### config.mk
export PLATFORM = sky130hd
export DESIGN_NAME = mul_seq_pw
export DESIGN_NICKNAME = d
export VERILOG_FILES = /design/src/rtl/mul_seq_pkg.sv /design/src/rtl/mul_seq_dp.sv /design/src/rtl/mul_seq_pw.sv
export SDC_FILE = /design/constraint.sdc
export NUM_CORES = 1
export LEC_CHECK = 0
export ABC_AREA = 1
export BUFFER_PORTS_ARGS = -buffer_cell sky130_fd_sc_hd__clkbuf_2
export CAP_MARGIN = 20
export CORE_UTILIZATION = 35
export CTS_CLUSTER_DIAMETER = 120
export DETAILED_ROUTE_END_ITERATION = 7
export GPL_ROUTABILITY_DRIVEN = 1
export PLACE_DENSITY_LB_ADDON = 0.2
export REMOVE_ABC_BUFFERS = 1
export SLEW_MARGIN = 20
export SYNTH_ARGS = -nofsm -noshare
export SYNTH_HDL_FRONTEND = slang
export SYNTH_SLANG_ARGS = --single-unit
export TNS_END_PERCENT = 5
### constraint.sdc
create_clock -name clk -period 3.05 [get_ports clk]
set_clock_uncertainty 0.1 [all_clocks]
set_input_delay 0.61 -clock clk [delete_from_list [all_inputs] [get_ports clk]]
set_output_delay 0.61 -clock clk [all_outputs]
set_load 0.02 [all_outputs]
### src/rtl/mul_seq_pkg.sv
// Shared types for the sequential shift-add multiplier.
package mul_seq_pkg;

  // Control FSM states, 2-bit encoding.
  typedef enum logic [1:0] {
    ST_IDLE = 2'd0,
    ST_BUSY = 2'd1,
    ST_DONE = 2'd2
  } state_e;

endpackage

### src/rtl/mul_seq_dp.sv
// Datapath of the sequential multiplier: operand registers, accumulator,
// one shift-add step per clock and the optional sign fix-up on the final load.
// The sign handling is driven by op_signed; the top ties it low when
// MUL_SEQ_SIGNED_EN is not defined, so this unit is always unsigned then.
module mul_seq_dp #(
  parameter int WIDTH = 8,
  parameter int CW    = $clog2(WIDTH + 1)
) (
  input  logic                 clk,
  input  logic                 rst_n,
  input  logic                 load,       // capture operands, clear accumulator
  input  logic                 step,       // one shift-add iteration
  input  logic                 last,       // final iteration: publish product
  input  logic                 op_signed,
  input  logic [WIDTH-1:0]     a,
  input  logic [WIDTH-1:0]     b,
  input  logic [CW-1:0]        cnt,
  output logic [2*WIDTH-1:0]   y
);

  logic [WIDTH-1:0]   mcand_q, mcand_d;
  logic [WIDTH-1:0]   mplier_q, mplier_d;
  logic [2*WIDTH-1:0] acc_q, acc_d;
  logic [2*WIDTH-1:0] y_q, y_d;
  logic               neg_q, neg_d;

  logic               a_neg, b_neg;
  logic [WIDTH-1:0]   mag_a, mag_b;
  logic [2*WIDTH-1:0] partial, sum;

  // Operand capture (magnitudes), accumulate step and final product load.
  // Magnitude of -2^(W-1) is 2^(W-1), which still fits in W unsigned bits.
  always_comb begin
    mcand_d  = mcand_q;
    mplier_d = mplier_q;
    acc_d    = acc_q;
    y_d      = y_q;
    neg_d    = neg_q;

    a_neg    = op_signed & a[WIDTH-1];
    b_neg    = op_signed & b[WIDTH-1];
    mag_a    = a_neg ? (~a + {{(WIDTH-1){1'b0}}, 1'b1}) : a;
    mag_b    = b_neg ? (~b + {{(WIDTH-1){1'b0}}, 1'b1}) : b;

    partial  = mplier_q[0] ? ({{WIDTH{1'b0}}, mcand_q} << cnt) : '0;
    sum      = acc_q + partial;

    if (load) begin
      mcand_d  = mag_a;
      mplier_d = mag_b;
      acc_d    = '0;
      neg_d    = a_neg ^ b_neg;
    end else if (step) begin
      acc_d    = sum;
      mplier_d = mplier_q >> 1;
      if (last) begin
        y_d = neg_q ? (~sum + {{(2*WIDTH-1){1'b0}}, 1'b1}) : sum;
      end
    end
  end

  // Datapath registers; reset clears the visible product too.
  always_ff @(posedge clk or negedge rst_n) begin
    if (!rst_n) begin
      mcand_q  <= '0;
      mplier_q <= '0;
      acc_q    <= '0;
      y_q      <= '0;
      neg_q    <= 1'b0;
    end else begin
      mcand_q  <= mcand_d;
      mplier_q <= mplier_d;
      acc_q    <= acc_d;
      y_q      <= y_d;
      neg_q    <= neg_d;
    end
  end

  assign y = y_q;

endmodule

### src/rtl/mul_seq_pw.sv
// Sequential shift-add multiplier, WIDTH x WIDTH -> 2*WIDTH, one multiplier
// bit per clock behind valid/ready handshakes. Holds FSM, iteration counter
// and handshake outputs; arithmetic lives in mul_seq_dp.
// Optional: define MUL_SEQ_SIGNED_EN to add the op_signed port
// (two's-complement operands when op_signed=1).
module mul_seq_pw
  import mul_seq_pkg::*;
#(
  parameter int WIDTH = 8
) (
  input  logic                 clk,
  input  logic                 rst_n,
  input  logic                 in_valid,
  output logic                 in_ready,
  input  logic [WIDTH-1:0]     a,
  input  logic [WIDTH-1:0]     b,
`ifdef MUL_SEQ_SIGNED_EN
  input  logic                 op_signed,
`endif
  output logic                 out_valid,
  input  logic                 out_ready,
  output logic [2*WIDTH-1:0]   y,
  output logic                 busy
);

  localparam int CW = $clog2(WIDTH + 1);

  state_e         state_q, state_d;
  logic [CW-1:0]  cnt_q, cnt_d;
  logic           load, step, last;
  logic           sgn;

`ifdef MUL_SEQ_SIGNED_EN
  assign sgn = op_signed;
`else
  assign sgn = 1'b0;
`endif

  // Next-state, counter and handshake outputs. Outputs decode straight
  // from the state register so a reset clears them immediately.
  always_comb begin
    state_d   = state_q;
    cnt_d     = cnt_q;
    in_ready  = 1'b0;
    out_valid = 1'b0;
    busy      = 1'b0;
    load      = 1'b0;
    step      = 1'b0;
    last      = 1'b0;

    case (state_q)
      ST_IDLE: begin
        in_ready = 1'b1;
        if (in_valid) begin
          load    = 1'b1;
          cnt_d   = '0;
          state_d = ST_BUSY;
        end
      end
      ST_BUSY: begin
        busy  = 1'b1;
        step  = 1'b1;
        cnt_d = cnt_q + 1'b1;
        if (cnt_q == CW'(WIDTH - 1)) begin
          last    = 1'b1;
          state_d = ST_DONE;
        end
      end
      ST_DONE: begin
        busy      = 1'b1;
        out_valid = 1'b1;
        if (out_ready) begin
          state_d = ST_IDLE;
        end
      end
      default: begin
        state_d = ST_IDLE;
      end
    endcase
  end

  // State and iteration counter registers.
  always_ff @(posedge clk or negedge rst_n) begin
    if (!rst_n) begin
      state_q <= ST_IDLE;
      cnt_q   <= '0;
    end else begin
      state_q <= state_d;
      cnt_q   <= cnt_d;
    end
  end

  mul_seq_dp #(
    .WIDTH (WIDTH),
    .CW    (CW)
  ) u_dp (
    .clk       (clk),
    .rst_n     (rst_n),
    .load      (load),
    .step      (step),
    .last      (last),
    .op_signed (sgn),
    .a         (a),
    .b         (b),
    .cnt       (cnt_q),
    .y         (y)
  );

endmodule

### Word-level counts from Yosys, hierarchy flattened

Cells that the tools add are included.

* bits of input ports: 20
* bits in registers: 54
* output and inout port bits: 19
* word-level logic and storage cells: 42

* bitwise gates (word level): 1
* reductions and logical operators: 7
* equality and inequality tests: 6
* mux-type cells: 19
* shift-type cells: 1
* add/sub/neg operators: 2

Operators with widths (count)
* $mux W16: 3
* $add A16 B16 Y16: 1
* $mux W8: 2
* $shl A8 B4 Y16: 1
* $mux W1: 8
* $pmux W4 S2: 1
* $mux W2: 3
* $ne A2 B2 Y1 const B: 3
* $pmux W2 S3: 1
* $reduce_and A3 Y1: 2
* $add A4 B1 Y4 const B: 1
* $eq A4 B3 Y1 const B: 1
* $mux W4: 1
* $reduce_bool A2 Y1: 2
* $eq A2 B1 Y1 const B: 1
* $eq A2 B2 Y1 const B: 1
* $logic_not A2 Y1: 1
* $reduce_and A2 Y1: 1
* $reduce_or A2 Y1: 1
* $not A1 Y1: 1

### Longest topological paths before layout

* depth in word-level cells: 5
* mapped depth: 19
* depth with buffers taken out: 19

### By module

Synthesis repeated with hierarchy kept, for this count alone.

* cells, all modules: 644
* area total of the unflattened synthesis: 4274.1 um2

Modules (own cells, without submodules)
* mul_seq_dp: area an instance 3887.5 um2, instances 1, cells each 591
* mul_seq_pw: area an instance 386.6 um2, instances 1, cells each 53

### Least setup slack after synthesis

No wires, ideal clock.

* path kind: flip-flop to flip-flop
* start: register cnt_q[1]
* end: register u_dp.acc_q[14]
* setup slack: 0.635 ns
* arrival time: 2.197 ns
* buffers on the path: 1
* cell stages (with the launch flop): 19
* period minus slack after synthesis: 2.415 ns
* required time: 2.832 ns
* path through: dfrtp_1 -> inv_1 -> clkbuf_1 -> nand2_1 -> nor2_1 -> inv_1 -> nor2_1 -> inv_1 -> fa_1 -> inv_1 -> nand3_1 -> nand2_1 -> nand2_1 -> nand2_1 -> nand3_1 -> nand2_1 -> nand2_1 -> nand3_1 -> nand2_1

* cells in the longest elaborated chain, start to end: 5

RTL lines
* start: declaration: RTL line mul_seq_pw.sv:29 `logic [CW-1:0] cnt_q, cnt_d;`
* start signal: assignment: RTL line mul_seq_pw.sv:89 `cnt_q <= cnt_d;`
* $shl A8 B4 Y16: RTL line mul_seq_dp.sv:45 `partial = mplier_q[0] ? ({{WIDTH{1'b0}}, mcand_q} << cnt) : '0;`
* $mux W16: RTL line mul_seq_dp.sv:45
* $add A16 B16 Y16: RTL line mul_seq_dp.sv:46 `sum = acc_q + partial;`
* $mux W16: RTL line mul_seq_dp.sv:53 `end else if (step) begin`
* $mux W16: RTL line mul_seq_dp.sv:48 `if (load) begin`
* end signal: assignment: RTL line mul_seq_dp.sv:67 `acc_q <= '0;`
* end signal: assignment: RTL line mul_seq_dp.sv:73 `acc_q <= acc_d;`
* end: declaration: RTL line mul_seq_dp.sv:23 `logic [2*WIDTH-1:0] acc_q, acc_d;`

No other way between the ends. The select of a mux whose other input is x is not followed.
A chain may end at the register's enable or synchronous reset.

### Worst setup path after layout

* start: register cnt_q[0]
* end: register u_dp.acc_q[8]

Same word-level chain as after synthesis.

==> impl_summary.log <==
[metrics] per-instance average area after synthesis: about 7.3 um^2
[metrics] run status: completed
[metrics] leading post-synthesis cells by cell area: sky130_fd_sc_hd__dfrtp_1 39%, sky130_fd_sc_hd__nand2_1 18%, sky130_fd_sc_hd__ha_1 6.9%, sky130_fd_sc_hd__nand3_1 6.8%, sky130_fd_sc_hd__inv_1 5.5%
[metrics] fraction of final layout cells with drive strength greater than 1: 0.129
[metrics] Resized cells post-CTS: 0
[metrics] data required time at the worst endpoint: 3.15 ns
[metrics] setup bufs post-CTS: 0
[metrics] All-Layer GR Usage: 0.180
[metrics] aggregate global routing overflow: 0
[metrics] Placeable Area: between 9000 and 10,000 um^2
[metrics] Worst R2R End: u_dp.acc_q[8]$_DFFE_PN0P_
[metrics] Inserted Clock Buffers: 5
[metrics] Area growth syn-to-layout: 12.5%
[metrics] filler cell count: 1,024
[metrics] max-cap violation count: 0
[metrics] iteration count of the initial detailed-routing pass: 6
[metrics] Post-Route Utilization: 0.413
[metrics] final clock period utilization by the worst path: 0.904
[metrics] cell at the root of the clock tree: sky130_fd_sc_hd__clkbuf_8
[metrics] dominant register cell in the synthesized netlist: sky130_fd_sc_hd__dfrtp_1
[metrics] reg2reg start: cnt_q[0]$_DFFE_PN0P_
[metrics] arrival time at the worst endpoint: between 2 and 3 ns
[metrics] sort of element at the end of the critical path: flop
[metrics] TritonCTS clock tree: done
[metrics] portion of synthesized cell area occupied by the leading cell type: 0.392
[metrics] hold buffer count at CTS: 0
[metrics] most common cell in the synthesized netlist: sky130_fd_sc_hd__nand2_1
[metrics] wire length after detailed routing: around 8400 um
[metrics] class of the most critical hold timing path: input pin to async pin
[metrics] clock transition time at the flip-flop clock pins of the worst setup and hold paths: roughly 0.09 ns
[metrics] largest net degree at the start of global routing: 29
[metrics] final count of negative-setup-slack endpoints: 0
[metrics] area used by multi-input combinational logic: about 1800 um^2
[metrics] FMAX: 363 MHz
[metrics] total vias in the final route: between 3,000 and 4,000
[metrics] final hold viol count: 0
[metrics] number of enable-type register cells in the synthesized netlist: 0
[metrics] static power due to leakage: about 2.1 nW
[metrics] remaining number of nets flagged by the antenna check after routing: 0
[metrics] Die X: approximately 100 um
[metrics] Top-Level Pins: 39
[metrics] RePlAce Congestion: ~0.9
[metrics] Peak VDD IR: just under 0.0005 V
[metrics] FF+latch count, synth: 54
[metrics] Detailed Route Iter0 Violations: approximately 130
[metrics] Die Footprint: 10,200 um^2
[metrics] max-slew violation total from the final report: 0
[metrics] routed length per placed instance: 13.1 um
[metrics] slew at the pin closest to its max-slew limit: between 0.7 and 0.8 ns
[metrics] Critical Setup Path Class: flop to flop
[metrics] number of cells produced by synthesis: around 470
[metrics] initial core utilization: 0.367
[metrics] areal power density over the cells: 773 nW/um^2
[metrics] DRC Markers: 0
[metrics] total half-perimeter wirelength after legalization and detailed placement: about 6600 um
[metrics] via density per instance: approximately 5
[metrics] portion of the post-synthesis area used by sequential elements: 0.392
[metrics] height of the chip: 101 um
[metrics] critical path startpoint: cnt_q[0]$_DFFE_PN0P_
[metrics] worst-case reg-to-reg path depth: 16
[metrics] clock sink count: between 50 and 60
[metrics] Min Clock Period, post-route: approximately 2.8 ns
[metrics] wire length of the first global-routing pass: 14,600 um
[metrics] clock latency of the later-clocked register in the worst-skew pair: 0.30 ns
[metrics] fraction of registers with async set/reset: 1.00
[metrics] setup total negative slack: 0 ns
[metrics] initial antenna violation count: 0
[metrics] slack of the worst reg-to-reg path: about 0.3 ns
[metrics] number of global-route vias before repair: around 3,200
[metrics] Site Rows: 35
[metrics] RSZ-0062 raised after global routing: false
[metrics] Port Buffer Count: 38
[metrics] number of distinct library cells after synthesis: 40
[metrics] relative slew slack: 0.511
[metrics] most frequent cells after synthesis: 165 x sky130_fd_sc_hd__nand2_1, 54 x sky130_fd_sc_hd__dfrtp_1, 50 x sky130_fd_sc_hd__inv_1
[metrics] count of yosys warnings during synthesis: 0
[metrics] end point of the critical path: u_dp.acc_q[8]$_DFFE_PN0P_
[metrics] Seq. cell area: around 1400 um^2
[metrics] buffer levels on the longest clock path: 2
[metrics] Syn Std Cell Area: ~3400 um^2
[metrics] ANT cells: 0
[metrics] number of H-tree levels: 2
[metrics] startpoint types: flop
[metrics] library cell with the largest summed area after synthesis: sky130_fd_sc_hd__dfrtp_1
[metrics] Max FO, Critical Path: 12
[metrics] number of nets in the finished design: ~550
worst min-delay path by stage:
| stage | to | slack [ns] | cells past startpoint |
|---|---|---|---|
| final | u_dp.y[4]$_DFFE_PN0P_ | 0.25 | 1 |
| after global routing | u_dp.y[4]$_DFFE_PN0P_ | 0.29 | 1 |
| after CTS | u_dp.y[4]$_DFFE_PN0P_ | 0.26 | 1 |
| after detailed placement | u_dp.y[8]$_DFFE_PN0P_ | 0.37 | 2 |
| after global placement | u_dp.y[8]$_DFFE_PN0P_ | 0.36 | 2 |
| after floorplan | cnt_q[0]$_DFFE_PN0P_ | 0.21 | 0 |
cells in the final DEF (no fill, tap or decap), types with 2 or more instances in the layout:
master,instances
sky130_fd_sc_hd__dfrtp_1,54
sky130_fd_sc_hd__nand2_1,165
sky130_fd_sc_hd__o21ai_0,28
sky130_fd_sc_hd__nor2_1,24
sky130_fd_sc_hd__o21ai_1,5
sky130_fd_sc_hd__o21ai_2,4
sky130_fd_sc_hd__o22ai_1,4
sky130_fd_sc_hd__o211ai_1,2
sky130_fd_sc_hd__buf_4,7
sky130_fd_sc_hd__nand3_1,47
sky130_fd_sc_hd__xnor2_1,6
sky130_fd_sc_hd__clkbuf_2,38
sky130_fd_sc_hd__nand4_1,5
sky130_fd_sc_hd__a21oi_1,16
sky130_fd_sc_hd__a22oi_1,2
sky130_fd_sc_hd__o221ai_1,5
sky130_fd_sc_hd__clkbuf_8,5
sky130_fd_sc_hd__ha_1,19
sky130_fd_sc_hd__or2_2,3
sky130_fd_sc_hd__clkbuf_1,2
sky130_fd_sc_hd__inv_1,50
sky130_fd_sc_hd__xor2_1,2
power by group:
group          switching (mW)  internal, mW
Combinational            1.04         0.525
Clock                   0.229         0.159
Sequential              0.133         0.909
Total                    1.40          1.59
final cells by class:
class | instances | area share
multi-input cells | 351 | 0.467
flip-flops and latches | 54 | 0.349
repair buffers | 46 | 0.0678
inverters | 54 | 0.0552
well taps | 129 | 0.0417
clock buffers | 7 | 0.0197
cells by family (layout without fill, tap and decap cells):
kind of cell             count (synthesis)  count (layout)  synth area share
adder cells (fa/ha/maj)                 20              20            0.0749
multiplexers                             1               1           0.00291
XOR/XNOR                                 8               8            0.0203
flip-flops                              54              54             0.392
AND/OR/NAND/NOR                        251             251             0.306
AO/OA/AOI/OAI                           71              71             0.121
buffers and inverters                   66             107            0.0821
metrics by stage:
stage | instance area [um^2] | power (mW) | instances | hold slack, ns | worst slack [ns]
floorplan | 3370 | 2.15 | 459 | 0.214 | 0.444
global placement | 3790 | 2.61 | 634 | 0.364 | 0.324
detailed placement | 3790 | 2.63 | 634 | 0.366 | 0.335
CTS | 3870 | 3.03 | 641 | 0.263 | 0.307
global route | 3870 | 3.29 | 641 | 0.293 | 0.0459
finish | 3870 | 2.99 | 641 | 0.246 | 0.294
state kept, by name (all words and copies together) (netlist names):
name	flops
u_dp.y	16
cnt_q	4
state_q	2
u_dp.mplier_q	8
u_dp.acc_q	16
u_dp.mcand_q	8
worst max-delay path, stage by stage (launching register included):
cell and delay, ns:
sky130_fd_sc_hd__dfrtp_1 0.40, sky130_fd_sc_hd__buf_4 0.19, sky130_fd_sc_hd__nand2_1 0.08, sky130_fd_sc_hd__nand3_1 0.08
sky130_fd_sc_hd__nand2_1 0.09, sky130_fd_sc_hd__nand2_1 0.07, sky130_fd_sc_hd__o21a_1 0.14, sky130_fd_sc_hd__inv_1 0.04
sky130_fd_sc_hd__nor2_1 0.14, sky130_fd_sc_hd__ha_1 0.31, sky130_fd_sc_hd__a21oi_1 0.25, sky130_fd_sc_hd__nand2_1 0.15
sky130_fd_sc_hd__nand2_1 0.09, sky130_fd_sc_hd__nand2_1 0.06, sky130_fd_sc_hd__or2_2 0.29, sky130_fd_sc_hd__nand3_1 0.10
sky130_fd_sc_hd__nand2_1 0.06
per-layer routing:
metal  vias to the layer above  GRT usage  routed length, um
met5                         -          0                  0
met4                         0     0.0892                350
met3                        24     0.0290                296
met2                        74      0.293               3740
met1                      1441      0.232               4040
li1                       1620          -                  -
Power figures use the tool's default switching activity.
